==> src/rtl/rd_ptr_pkg.sv <==
// Shared constants, pointer types and Gray/binary helpers for the FIFO read side.
// The helpers operate on a wide pointer type; callers zero-extend narrower
// pointers in and size-cast the result back, which is exact for both directions.
package rd_ptr_pkg;

    localparam int PTR_WIDTH_DEF = 3;
    localparam int PTR_W_MAX     = 15;

    typedef logic [PTR_WIDTH_DEF:0] ptr_t;
    typedef logic [PTR_W_MAX:0]     ptr_max_t;

    function automatic ptr_max_t bin2gray(input ptr_max_t b);
        return (b >> 1) ^ b;
    endfunction

    // MSB passes through; every lower bit is the XOR of itself and all bits above.
    function automatic ptr_max_t gray2bin(input ptr_max_t g);
        ptr_max_t b;
        b[PTR_W_MAX] = g[PTR_W_MAX];
        for (int i = PTR_W_MAX - 1; i >= 0; i--) begin
            b[i] = b[i+1] ^ g[i];
        end
        return b;
    endfunction

endpackage

==> src/rtl/rd_ptr_ctrl_if.sv <==
// Read-side control bus between the FIFO read logic and its user/memory.
interface rd_ptr_ctrl_if #(
    parameter int PTR_WIDTH = rd_ptr_pkg::PTR_WIDTH_DEF
);
    logic                 r_en;
    logic [PTR_WIDTH:0]   g_wptr_sync;
    logic [PTR_WIDTH:0]   ae_thresh;
    logic                 uf_clr;
    logic [PTR_WIDTH:0]   b_rptr;
    logic [PTR_WIDTH:0]   g_rptr;
    logic [PTR_WIDTH-1:0] raddr;
    logic                 empty;
    logic                 almost_empty;
    logic [PTR_WIDTH:0]   rcount;
    logic                 underflow;
    logic                 rd_ack;

    modport master (
        output r_en, g_wptr_sync, ae_thresh, uf_clr,
        input  b_rptr, g_rptr, raddr, empty, almost_empty, rcount, underflow, rd_ack
    );

    modport slave (
        input  r_en, g_wptr_sync, ae_thresh, uf_clr,
        output b_rptr, g_rptr, raddr, empty, almost_empty, rcount, underflow, rd_ack
    );
endinterface

==> src/rtl/gray2bin.sv <==
// Combinational Gray-to-binary converter for a W-bit pointer.
module gray2bin
    import rd_ptr_pkg::*;
#(
    parameter int W = PTR_WIDTH_DEF + 1
) (
    input  logic [W-1:0] gray,
    output logic [W-1:0] bin
);

    // Widen into the package helper and size-cast the result back down.
    always_comb begin
        bin = W'(rd_ptr_pkg::gray2bin(ptr_max_t'(gray)));
    end

endmodule

==> src/rtl/rd_ptr_ctrl.sv <==
// FIFO read-pointer controller: binary/Gray read pointers, empty and
// almost-empty flags, fill level, sticky underflow and read acknowledge.
module rd_ptr_ctrl
    import rd_ptr_pkg::*;
#(
    parameter int PTR_WIDTH = PTR_WIDTH_DEF
) (
    input  logic          rclk,
    input  logic          rrst,
    rd_ptr_ctrl_if.slave  bus
);

    localparam int PW = PTR_WIDTH + 1;

    logic [PTR_WIDTH:0] b_rptr_q, b_rptr_d;
    logic [PTR_WIDTH:0] g_rptr_q, g_rptr_d;
    logic [PTR_WIDTH:0] rcount_q, rcount_d;
    logic               empty_q, empty_d;
    logic               almost_empty_q, almost_empty_d;
    logic               underflow_q, underflow_d;
    logic               rd_ack_q, rd_ack_d;

    logic               rd_go;
    logic [PTR_WIDTH:0] b_wptr;
    logic [PTR_WIDTH:0] fill_next;

    gray2bin #(.W(PW)) u_wptr_g2b (
        .gray (bus.g_wptr_sync),
        .bin  (b_wptr)
    );

    // Next-state: the read advance and the synced write pointer both feed the
    // same fill computation, so simultaneous activity needs no arbitration.
    always_comb begin
        rd_go          = bus.r_en & ~empty_q;
        b_rptr_d       = b_rptr_q + {{PTR_WIDTH{1'b0}}, rd_go};
        g_rptr_d       = PW'(bin2gray(ptr_max_t'(b_rptr_d)));
        fill_next      = b_wptr - b_rptr_d;
        empty_d        = (bus.g_wptr_sync == g_rptr_d);
        rcount_d       = fill_next;
        almost_empty_d = (fill_next <= bus.ae_thresh);
        // A fresh underflow outranks a clear in the same cycle.
        underflow_d    = (bus.r_en & empty_q) | (underflow_q & ~bus.uf_clr);
        rd_ack_d       = rd_go;
    end

    // State registers; the FIFO reads as empty while held in reset.
    always_ff @(posedge rclk or posedge rrst) begin
        if (rrst) begin
            b_rptr_q       <= '0;
            g_rptr_q       <= '0;
            rcount_q       <= '0;
            empty_q        <= 1'b1;
            almost_empty_q <= 1'b1;
            underflow_q    <= 1'b0;
            rd_ack_q       <= 1'b0;
        end else begin
            b_rptr_q       <= b_rptr_d;
            g_rptr_q       <= g_rptr_d;
            rcount_q       <= rcount_d;
            empty_q        <= empty_d;
            almost_empty_q <= almost_empty_d;
            underflow_q    <= underflow_d;
            rd_ack_q       <= rd_ack_d;
        end
    end

    assign bus.b_rptr       = b_rptr_q;
    assign bus.g_rptr       = g_rptr_q;
    assign bus.raddr        = b_rptr_q[PTR_WIDTH-1:0];
    assign bus.empty        = empty_q;
    assign bus.almost_empty = almost_empty_q;
    assign bus.rcount       = rcount_q;
    assign bus.underflow    = underflow_q;
    assign bus.rd_ack       = rd_ack_q;

endmodule

==> src/flat_wrapper.sv <==
// flat-port wrapper written by rule: the top's interface ports become plain ports
module rd_ptr_ctrl_flat import rd_ptr_pkg::*;
#(
    parameter int PTR_WIDTH = PTR_WIDTH_DEF
)
  (rclk, rrst, bus_r_en, bus_g_wptr_sync, bus_ae_thresh, bus_uf_clr, bus_b_rptr, bus_g_rptr, bus_raddr, bus_empty, bus_almost_empty, bus_rcount, bus_underflow, bus_rd_ack);
  rd_ptr_ctrl_if #(.PTR_WIDTH(PTR_WIDTH)) bus_i ();
  input  logic rclk;
  input  logic rrst;
  input wire logic [$bits(bus_i.r_en)-1:0] bus_r_en;
  input wire logic [$bits(bus_i.g_wptr_sync)-1:0] bus_g_wptr_sync;
  input wire logic [$bits(bus_i.ae_thresh)-1:0] bus_ae_thresh;
  input wire logic [$bits(bus_i.uf_clr)-1:0] bus_uf_clr;
  output wire logic [$bits(bus_i.b_rptr)-1:0] bus_b_rptr;
  output wire logic [$bits(bus_i.g_rptr)-1:0] bus_g_rptr;
  output wire logic [$bits(bus_i.raddr)-1:0] bus_raddr;
  output wire logic [$bits(bus_i.empty)-1:0] bus_empty;
  output wire logic [$bits(bus_i.almost_empty)-1:0] bus_almost_empty;
  output wire logic [$bits(bus_i.rcount)-1:0] bus_rcount;
  output wire logic [$bits(bus_i.underflow)-1:0] bus_underflow;
  output wire logic [$bits(bus_i.rd_ack)-1:0] bus_rd_ack;
  assign bus_i.r_en = bus_r_en;
  assign bus_i.g_wptr_sync = bus_g_wptr_sync;
  assign bus_i.ae_thresh = bus_ae_thresh;
  assign bus_i.uf_clr = bus_uf_clr;
  assign bus_b_rptr = bus_i.b_rptr;
  assign bus_g_rptr = bus_i.g_rptr;
  assign bus_raddr = bus_i.raddr;
  assign bus_empty = bus_i.empty;
  assign bus_almost_empty = bus_i.almost_empty;
  assign bus_rcount = bus_i.rcount;
  assign bus_underflow = bus_i.underflow;
  assign bus_rd_ack = bus_i.rd_ack;
  rd_ptr_ctrl #(.PTR_WIDTH(PTR_WIDTH)) u_core (.rclk(rclk), .rrst(rrst), .bus(bus_i));
endmodule
==> config.mk <==
export PLATFORM = sky130hd
export DESIGN_NAME = rd_ptr_ctrl_flat
export DESIGN_NICKNAME = d
export VERILOG_FILES = /design/src/rtl/rd_ptr_pkg.sv /design/src/rtl/rd_ptr_ctrl_if.sv /design/src/rtl/gray2bin.sv /design/src/rtl/rd_ptr_ctrl.sv /design/src/flat_wrapper.sv
export SDC_FILE = /design/constraint.sdc
export NUM_CORES = 1
export LEC_CHECK = 0
export ABC_AREA = 1
export BUFFER_PORTS_ARGS = -buffer_cell sky130_fd_sc_hd__buf_2
export CAP_MARGIN = 20
export CELL_PAD_IN_SITES_DETAIL_PLACEMENT = 0
export CELL_PAD_IN_SITES_GLOBAL_PLACEMENT = 1
export CORE_ASPECT_RATIO = 1.4
export CORE_UTILIZATION = 31
export DETAILED_ROUTE_END_ITERATION = 8
export HOLD_SLACK_MARGIN = 0.15
export PLACE_DENSITY = 0.85
export SLEW_MARGIN = 20
export SYNTH_ARGS = -nofsm -noshare
export SYNTH_HDL_FRONTEND = slang
export SYNTH_SLANG_ARGS = --single-unit
==> constraint.sdc <==
create_clock -name rclk -period 2.3 [get_ports rclk]
set_input_delay 0.115 -clock rclk [delete_from_list [all_inputs] [get_ports rclk]]
set_output_delay 0.115 -clock rclk [all_outputs]
set_load 0.1 [all_outputs]
==> flow_metrics.env, run 1 <==
export IMPL_ys_seq_area_share_pct=42.96
export IMPL_startpoint_type="register"
export IMPL_maxCapViolCount=0
export IMPL_clk_latency_ps=270
export IMPL_async_flop_share_pct=100.0
export IMPL_wl_per_cell_um=9.802
export IMPL_cts_sinks=15
export IMPL_report_final_slew_viol_count=0
export IMPL_setup_ws_ps=-121.3
export IMPL_start_util_pct=32.94
export IMPL_fp_coreArea_mm2=0.002670
export IMPL_ys_top_cells_by_area="dfrtp_1 37%, ha_1 13%, nand2_1 12%, inv_1 7.3%, nand3_1 6.3%"
export IMPL_setup_tns_ps=-121.3
export IMPL_fp_dieArea_mm2=0.003057
export IMPL_final_core_util_pct=47.84
export IMPL_end_kind="register"
export IMPL_crit_type="reg2reg"
export IMPL_min_period_ps=2421
export IMPL_cp_common_cell="ha_4"
export IMPL_synth_avg_cell_area_um2=8.709
export IMPL_postRouteAntennaNets=0
export IMPL_fp_row_count=22
export IMPL_synth_edf_count=0
export IMPL_slowest_stage="dfstp_4"
export IMPL_place_inst=173
export IMPL_antenna_found_initial=0
export IMPL_viasPerCell=4.418
export IMPL_grt_max_degree=16
export IMPL_drc_errors=0
export IMPL_dpl_hpwl_um=1519
export IMPL_fp_dieH_um=65.03
export IMPL_clk_pin_slew_worst_paths_ps=80
export IMPL_diodes=0
export IMPL_cts_htree_levels=1
export IMPL_yosys_warnings=0
export IMPL_nNetsFinal=169
export IMPL_worstPathMaxFanout=3
export IMPL_vias=804
export IMPL_worstHoldStart="bus_g_wptr_sync[2]"
export IMPL_skew_ps=1.829
export IMPL_grt_pass1_wl_um=3070
export IMPL_worst_slew_pin_slew_ps=551.3
export IMPL_syn_area_um2=879.6
export IMPL_status="finished, violations left"
export IMPL_yosysMostFrequentCell="nand2_1"
export IMPL_cts_buffers=3
export IMPL_rsz0062_at_grt="yes"
export IMPL_synth_flop_cell="dfrtp_1"
export IMPL_finalWirelength_um=1784
export IMPL_cp_required_ps=2510
export IMPL_hold_path_class="in2reg"
export IMPL_synth_commonest_cells="27 x nand2_1, 17 x inv_1, 13 x dfrtp_1, 11 x nand3_1, 9 x ha_1"
export IMPL_fmax_mhz=413.0
export IMPL_crit_family="adder cells"
export IMPL_grt_total_usage_pct=13.71
export IMPL_cts_root_buffer="clkbuf_4"
export IMPL_cts_tree="built"
export IMPL_drtIter0Drc=20
export IMPL_place_gp_congestion=0.7945
export IMPL_cts_buffer_depth=2
export IMPL_violations="setup timing"
export IMPL_io_buffers=30
export IMPL_holdWs_ps=168.5
export IMPL_cp_num_buf_inv=1
export IMPL_grt_ovfl_total=0
export IMPL_yosys_register_bits=15
export IMPL_drt_pass1_iter_count=2
export IMPL_max_slew_margin_pct=63.21
export IMPL_hold_violations=0
export IMPL_synth_top_area_share_pct=36.98
export IMPL_ys_types=17
export IMPL_area_growth_pct=45.24
export IMPL_fin_cells=182
export IMPL_cpPeakStageDelay_ps=630
export IMPL_first_global_vias=760
export IMPL_io_pins=31
export IMPL_r2r_start="u_core.bus.empty$_DFF_PP1_"
export IMPL_crit_start="u_core.bus.empty$_DFF_PP1_"
export IMPL_syn_inst=101
export IMPL_die_w_um=47.02
export IMPL_critical_path_cell_chain="nor2_4, ha_4, ha_4, inv_2, nand2_2, nand2_2, ha_4, a21oi_2, o21ai_2, xor2_1, ha_1, nand2_1, o21ai_1, o21ai_1"
export IMPL_final_setup_viol_count=1
export IMPL_arrival_ps=2630
export IMPL_synthesis_nets=123
export IMPL_drive_above_1_share_pct=44.52
export IMPL_finalCritPeriodShare_pct=105.3
export IMPL_synth_largest_area_cell="dfrtp_1"
[worst reg2reg max path, delay by kind of cell (launching register included)]
kind,cells,cell delay (ps)
adders and majority gates,4,840
buffers and inverters,1,60
xor gates and xnor gates,1,170
and+or+nand+nor,4,260
AOI/OAI and AO/OA,4,390
DFF,1,630
[sequential cells by signal (all words and copies together), names as in the netlist]
| register | cells |
|---|---|
| u_core.bus.b_rptr | 4 |
| u_core.bus.almost_empty | 1 |
| u_core.bus.rcount | 4 |
| u_core.bus.underflow | 1 |
| u_core.bus.g_rptr | 3 |
| u_core.bus.empty | 1 |
| u_core.bus.rd_ack | 1 |
[area by class of cell]
cell class / count / area, um2
Inverter: 18 / 67.56
Timing Repair Buffer: 45 / 272.8
Tap cell: 36 / 45.04
Multi-Input combinational cell: 64 / 480.5
Clock buffer: 4 / 26.28
Sequential cell: 15 / 385.4
Fill cell: 274 / 1393
[cell usage in the layout, fill, tap and decap left out, drive strengths merged]
| cell | instances |
|---|---|
| dlygate4sd3 | 4 |
| o21ai | 4 |
| xnor2 | 2 |
| nor2 | 2 |
| nand2 | 27 |
| buf | 41 |
| dfrtp | 13 |
| nand3b | 1 |
| dfstp | 2 |
| inv | 18 |
| xor2 | 3 |
| fa | 1 |
| nand4 | 1 |
| clkbuf | 4 |
| a21oi | 3 |
| nand3 | 11 |
| ha | 9 |
[kinds of logic after synthesis]
group	after synthesis	share of synthesized area [%]
AO/OA/AOI/OAI	7	3.983
XOR/XNOR	5	6.686
adder cells (fa/ha/maj)	10	15.08
buffers and inverters	22	11.09
flip-flops	15	42.96
AND/OR/NAND/NOR	42	20.20
[metal layers]
metal	vias to the layer above	track usage, %	routed length, um
met5	-	0	0
met4	0	5.357	52
met3	6	1.671	38
met2	17	24.48	956
met1	381	15.59	737
li1	400	-	-
[final timing paths]
check	end	slack [ps]	depth (start not counted)
min in group asynchronous	u_core.bus.rcount[1]$_DFF_PP0_	420	3
min	u_core.bus.empty$_DFF_PP1_	170	4
max reg2reg	u_core.bus.almost_empty$_DFF_PP1_	-120	14
min reg2reg	u_core.bus.b_rptr[0]$_DFF_PP0_	590	1
max in group asynchronous	u_core.bus.b_rptr[0]$_DFF_PP0_	1490	3
max	u_core.bus.almost_empty$_DFF_PP1_	-120	14
[per-stage QoR]
stage | area (um2) | worst slack [ps]
after floorplan | 939.7 | -253.5
after global placement | 1180 | -78.41
after detailed placement | 1180 | -124.8
after CTS | 1261 | -98.99
after global routing | 1277 | -186.2
final | 1277 | -121.3
[timing repair]
| action | 4_1_cts | 5_1_grt |
|---|---|---|
| setup endpoints to repair | 1 | 1 |
| hold buffers | 4 | 0 |
| setup buffers | 1 | 0 |
| pin swaps | 5 | 1 |
| hold endpoints to repair | 15 | 0 |
| resized for setup | 2 | 2 |
Power of run 1 is not shown: default switching activity piles up to over one toggle a cycle in this logic, so the estimate is an artifact.
==> run 2: changes to the inputs <==
--- a/config.mk
+++ b/config.mk
@@ -11,10 +11,11 @@
 export CELL_PAD_IN_SITES_DETAIL_PLACEMENT = 0
 export CELL_PAD_IN_SITES_GLOBAL_PLACEMENT = 1
 export CORE_ASPECT_RATIO = 1.4
-export CORE_UTILIZATION = 31
+export CORE_UTILIZATION = 33
+export CTS_BUF_LIST = sky130_fd_sc_hd__clkbuf_4
 export DETAILED_ROUTE_END_ITERATION = 8
 export HOLD_SLACK_MARGIN = 0.15
-export PLACE_DENSITY = 0.85
+export PLACE_DENSITY = 0.89
 export SLEW_MARGIN = 20
 export SYNTH_ARGS = -nofsm -noshare
 export SYNTH_HDL_FRONTEND = slang
==> flow_metrics.env, run 2 (synthesis results as in run 1) <==
export IMPL_grt_ovfl_total=0
export IMPL_top_layer="met4"
export IMPL_met1_length_um=711
export IMPL_max_slew_margin_pct=63.97
export IMPL_viasPerCell=4.392
export IMPL_final_cell_mix="30 x buf_2, 24 x nand2_1, 15 x inv_1"
export IMPL_area_growth_pct=45.80
export IMPL_io_pins=31
export IMPL_cts_root_buffer="clkbuf_4"
export IMPL_layout_commonest_cell="buf_2"
export IMPL_worst_slew_pin_slew_ps=539.9
export IMPL_antenna_found_initial=0
export IMPL_drive_above_1_share_pct=44.90
export IMPL_final_core_util_pct=51.93
export IMPL_grt_max_degree=16
export IMPL_grt_pass1_wl_um=3208
export IMPL_hold_violations=0
export IMPL_slowest_stage="dfstp_4"
export IMPL_nNetsFinal=170
export IMPL_drt_pass1_iter_count=4
export IMPL_end_kind="register"
export IMPL_drtIter0Drc=7
export IMPL_cts_tree="built"
export IMPL_clk_pin_slew_worst_paths_ps=80
export IMPL_dpl_hpwl_um=1552
export IMPL_fp_row_count=21
export IMPL_status="finished, violations left"
export IMPL_wl_met3_um=57
export IMPL_drc_errors=0
export IMPL_maxCapViolCount=0
export IMPL_finalCritPeriodShare_pct=106.9
export IMPL_pre_cts_ws_ps=-171.7
export IMPL_startpoint_type="register"
export IMPL_vias=795
export IMPL_route_met2_wl_um=1069
export IMPL_first_global_vias=807
export IMPL_cts_htree_levels=1
export IMPL_setup_tns_ps=-157.8
export IMPL_skew_ps=5.836
export IMPL_arrival_ps=2660
export IMPL_fp_dieH_um=63.09
export IMPL_postRouteAntennaNets=0
export IMPL_clk_latency_ps=270
export IMPL_final_setup_viol_count=1
export IMPL_wl_per_cell_um=10.26
export IMPL_cpPeakStageDelay_ps=640
export IMPL_fp_coreArea_mm2=0.002470
export IMPL_fp_dieArea_mm2=0.002879
export IMPL_setup_ws_ps=-157.8
export IMPL_hold_path_class="in2reg"
export IMPL_place_gp_congestion=0.7978
export IMPL_violations="setup timing"
export IMPL_min_period_ps=2458
export IMPL_cts_sinks=15
export IMPL_n_fill_cell=258
export IMPL_diodes=0
export IMPL_fmax_mhz=406.9
export IMPL_start_util_pct=35.61
export IMPL_report_final_slew_viol_count=0
export IMPL_cp_required_ps=2500
export IMPL_rsz0062_at_grt="yes"
export IMPL_grt_total_usage_pct=14.89
export IMPL_io_buffers=30
export IMPL_critical_path_cell_chain="nor2_4, ha_4, ha_4, inv_2, nand2_2, nand2_2, ha_4, a21oi_2, o21ai_1, xor2_1, ha_1, a21oi_2, o21ai_1, o21ai_1"
export IMPL_die_w_um=45.64
export IMPL_cts_buffers=3
export IMPL_finalWirelength_um=1857
export IMPL_crit_type="reg2reg"
export IMPL_cts_buffer_depth=2
export IMPL_worstPathMaxFanout=3
-- run 2: cell count changes in the layout (fill, tap and decap cells not counted) --
cell and delta:
o21ai_1 +1, o21ai_2 -1, clkbuf_1 -1, buf_4 +1
clkbuf_4 +1
-- run 2: cell type report --
cell class | count | area [um2] | area share, %
inverters | 18 | 67.56 | 5.268
repair buffers | 46 | 280.3 | 21.85
well taps | 34 | 42.54 | 3.317
flip-flops and latches | 15 | 385.4 | 30.05
multi-input cells | 64 | 476.7 | 37.17
clock buffers | 4 | 30.03 | 2.341
-- run 2: per-layer routing --
layer  track usage (%)  up-vias
met4             6.818        0
met5                 0        -
met3            0.8596        2
met1             16.61      375
li1                  -      402
met2             26.96       16
-- run 2: stage by stage --
step / area [um2] / cells / hold slack (ps)
floorplan: 939.7 / 101 / 14.84
global placement: 1177 / 171 / 175.8
detailed placement: 1177 / 171 / 188.5
CTS: 1282 / 181 / 160.9
global route: 1282 / 181 / 169.8
finish: 1282 / 181 / 155.9
-- run 2: what timing repair did --
action | in CTS | in global routing
gates resized for setup | 3 | 0
endpoints found under the hold margin | 15 | 0
cloned | 0 | 0
setup endpoints to repair | 1 | 1
hold buffers | 4 | 0
setup buffers | 2 | 0
pin swaps | 6 | 0
-- run 2: final timing paths --
path	startpoint	to	slack, ps	cells after the start
min reg2reg	u_core.bus.b_rptr[0]$_DFF_PP0_	u_core.bus.b_rptr[0]$_DFF_PP0_	590	1
min in group asynchronous	rrst	u_core.bus.b_rptr[3]$_DFF_PP0_	420	3
max in group asynchronous	rrst	u_core.bus.b_rptr[0]$_DFF_PP0_	1490	3
min	bus_g_wptr_sync[2]	u_core.bus.empty$_DFF_PP1_	160	4
max	u_core.bus.empty$_DFF_PP1_	u_core.bus.almost_empty$_DFF_PP1_	-160	14
max reg2reg	u_core.bus.empty$_DFF_PP1_	u_core.bus.almost_empty$_DFF_PP1_	-160	14
-- run 2: worst max-delay path, delay by kind of cell, from the launching register on --
kind	cells	cell delay [ps]
compound gates	5	500
xor+xnor	1	170
fa+ha+maj	4	850
buf+inv	1	50
flops	1	640
simple gates	3	170
Power of run 2 is left out for the same reason.
==> run 3: changes to the inputs <==
--- a/config.mk
+++ b/config.mk
@@ -6,16 +6,16 @@
 export NUM_CORES = 1
 export LEC_CHECK = 0
 export ABC_AREA = 1
-export BUFFER_PORTS_ARGS = -buffer_cell sky130_fd_sc_hd__buf_2
 export CAP_MARGIN = 20
 export CELL_PAD_IN_SITES_DETAIL_PLACEMENT = 0
 export CELL_PAD_IN_SITES_GLOBAL_PLACEMENT = 1
 export CORE_ASPECT_RATIO = 1.4
-export CORE_UTILIZATION = 33
+export CORE_UTILIZATION = 35
 export CTS_BUF_LIST = sky130_fd_sc_hd__clkbuf_4
 export DETAILED_ROUTE_END_ITERATION = 8
+export DONT_BUFFER_PORTS = 1
 export HOLD_SLACK_MARGIN = 0.15
-export PLACE_DENSITY = 0.89
+export PLACE_DENSITY = 0.77
 export SLEW_MARGIN = 20
 export SYNTH_ARGS = -nofsm -noshare
 export SYNTH_HDL_FRONTEND = slang
==> flow_metrics.env, run 3 (synthesis results as in run 1) <==
export IMPL_ff2ff_setup_slack_ps=-140
export IMPL_drtIter0Drc=14
export IMPL_antenna_found_initial=0
export IMPL_grt_max_degree=16
export IMPL_crit_path_end="u_core.bus.almost_empty$_DFF_PP1_"
export IMPL_fp_row_count=21
export IMPL_clk_pin_slew_worst_paths_ps=100
export IMPL_final_setup_viol_count=1
export IMPL_worstPathMaxFanout=3
export IMPL_crit_start="u_core.bus.empty$_DFF_PP1_"
export IMPL_grt_ovfl_total=0
export IMPL_cts_tree="built"
export IMPL_drc_errors=0
export IMPL_status="finished, violations left"
export IMPL_layout_commonest_cell="nand2_1"
export IMPL_first_global_vias=822
export IMPL_diodes=0
export IMPL_fp_dieArea_mm2=0.002721
export IMPL_route_met2_wl_um=968
export IMPL_maxCapViolCount=0
export IMPL_met1_length_um=748
export IMPL_die_w_um=44.37
export IMPL_clk_latency_ps=300
export IMPL_fin_cells=163
export IMPL_skew_ps=11.35
export IMPL_wl_met3_um=94
export IMPL_violations="setup timing"
export IMPL_reg2reg_to="u_core.bus.almost_empty$_DFF_PP1_"
export IMPL_arrival_ps=2670
export IMPL_grt_total_usage_pct=17.14
export IMPL_drive_above_1_share_pct=35.66
export IMPL_place_gp_congestion=0.8327
export IMPL_cts_htree_levels=1
export IMPL_hold_path_class="in2reg"
export IMPL_startpoint_type="register"
export IMPL_dpl_hpwl_um=1396
export IMPL_io_pins=31
export IMPL_fmax_mhz=410.3
export IMPL_r2r_start="u_core.bus.empty$_DFF_PP1_"
export IMPL_cts_root_buffer="clkbuf_4"
export IMPL_fp_coreArea_mm2=0.002391
export IMPL_max_slew_margin_pct=41.87
export IMPL_finalCritPeriodShare_pct=106.0
export IMPL_vias=741
export IMPL_fp_dieH_um=61.32
export IMPL_cts_buffers=3
export IMPL_nNetsFinal=152
export IMPL_cts_sinks=15
export IMPL_rr_worst_depth=14
export IMPL_final_cell_mix="24 x nand2_1, 19 x buf_4, 15 x inv_1"
export IMPL_cp_required_ps=2530
export IMPL_finalWirelength_um=1861
export IMPL_crit_type="reg2reg"
export IMPL_hold_violations=0
export IMPL_viasPerCell=4.546
export IMPL_report_final_slew_viol_count=0
export IMPL_start_util_pct=36.79
export IMPL_setup_tns_ps=-137.5
export IMPL_holdWs_ps=163.4
export IMPL_cts_buffer_depth=2
export IMPL_wl_per_cell_um=11.42
export IMPL_area_growth_pct=41.82
export IMPL_drt_pass1_iter_count=4
export IMPL_grt_pass1_wl_um=3270
export IMPL_worst_slew_pin_slew_ps=872.5
export IMPL_place_inst=149
export IMPL_postRouteAntennaNets=0
export IMPL_top_layer="met4"
export IMPL_rsz0062_at_grt="yes"
export IMPL_io_buffers=0
export IMPL_setup_ws_ps=-137.5
export IMPL_pre_cts_ws_ps=-171.4
export IMPL_min_period_ps=2438
export IMPL_end_kind="register"
## run 3: changes by cell type in the layout (fill, tap and decap cells not counted)
| cell | before | now |
|---|---|---|
| buf_4 | 12 | 19 |
| dlygate4sd3_1 | 4 | 9 |
| buf_2 | 30 | 0 |
| o21ai_1 | 3 | 2 |
| xor2_2 | 2 | 3 |
| xor2_1 | 1 | 0 |
| dfrtp_2 | 3 | 4 |
| dfrtp_1 | 10 | 9 |
| o21ai_2 | 0 | 1 |
## run 3: timing repair
item,in CTS,in global routing
pin swaps,3,3
setup buffers,1,0
hold buffers,9,0
endpoints found under the hold margin,18,0
gates resized for setup,2,3
endpoints found under the setup margin,1,1
## run 3: worst min path at each step
stage / start / to / slack (ps) / cells after the start
detailed placement: rrst / u_core.bus.g_rptr[0]$_DFF_PP0_ / 110 / 1
floorplan: rrst / u_core.bus.b_rptr[3]$_DFF_PP0_ / 10 / 1
finish: bus_r_en / u_core.bus.b_rptr[0]$_DFF_PP0_ / 160 / 3
global placement: rrst / u_core.bus.g_rptr[0]$_DFF_PP0_ / 100 / 1
global route: bus_r_en / u_core.bus.b_rptr[0]$_DFF_PP0_ / 180 / 3
CTS: bus_r_en / u_core.bus.b_rptr[0]$_DFF_PP0_ / 160 / 3
## run 3: cell type report
class,count,area (um2)
Inverter,18,67.56
Clock buffer,4,30.03
Multi-Input combinational cell,64,488.0
Fill cell,222,1144
Tap cell,34,42.54
Sequential cell,15,386.6
Timing Repair Buffer,28,232.7
## run 3: worst max-delay path: stages, from the launching register on
cell,delay [ps]
dfstp_4,630
nor2_4,40
ha_4,160
ha_4,170
inv_2,60
nand2_2,50
nand2_2,90
ha_4,210
a21oi_2,130
o21ai_2,80
xor2_2,150
ha_1,330
a21oi_2,130
o21ai_1,70
o21ai_1,70
## run 3: routing by layer
layer,vias to the layer above,global-route usage (%)
li1,364,-
met1,343,17.74
met2,29,31.72
met3,5,2.933
met4,0,10.39
met5,-,0
## run 3: through the flow
stage / util (%) / area (um2)
6_report: 52.17 / 1247
2_1_floorplan: - / 939.7
5_1_grt: 52.17 / 1247
4_1_cts: 51.54 / 1232
3_3_place_gp: 45.53 / 1089
3_5_place_dp: 45.53 / 1089
Power of run 3 is left out for the same reason.
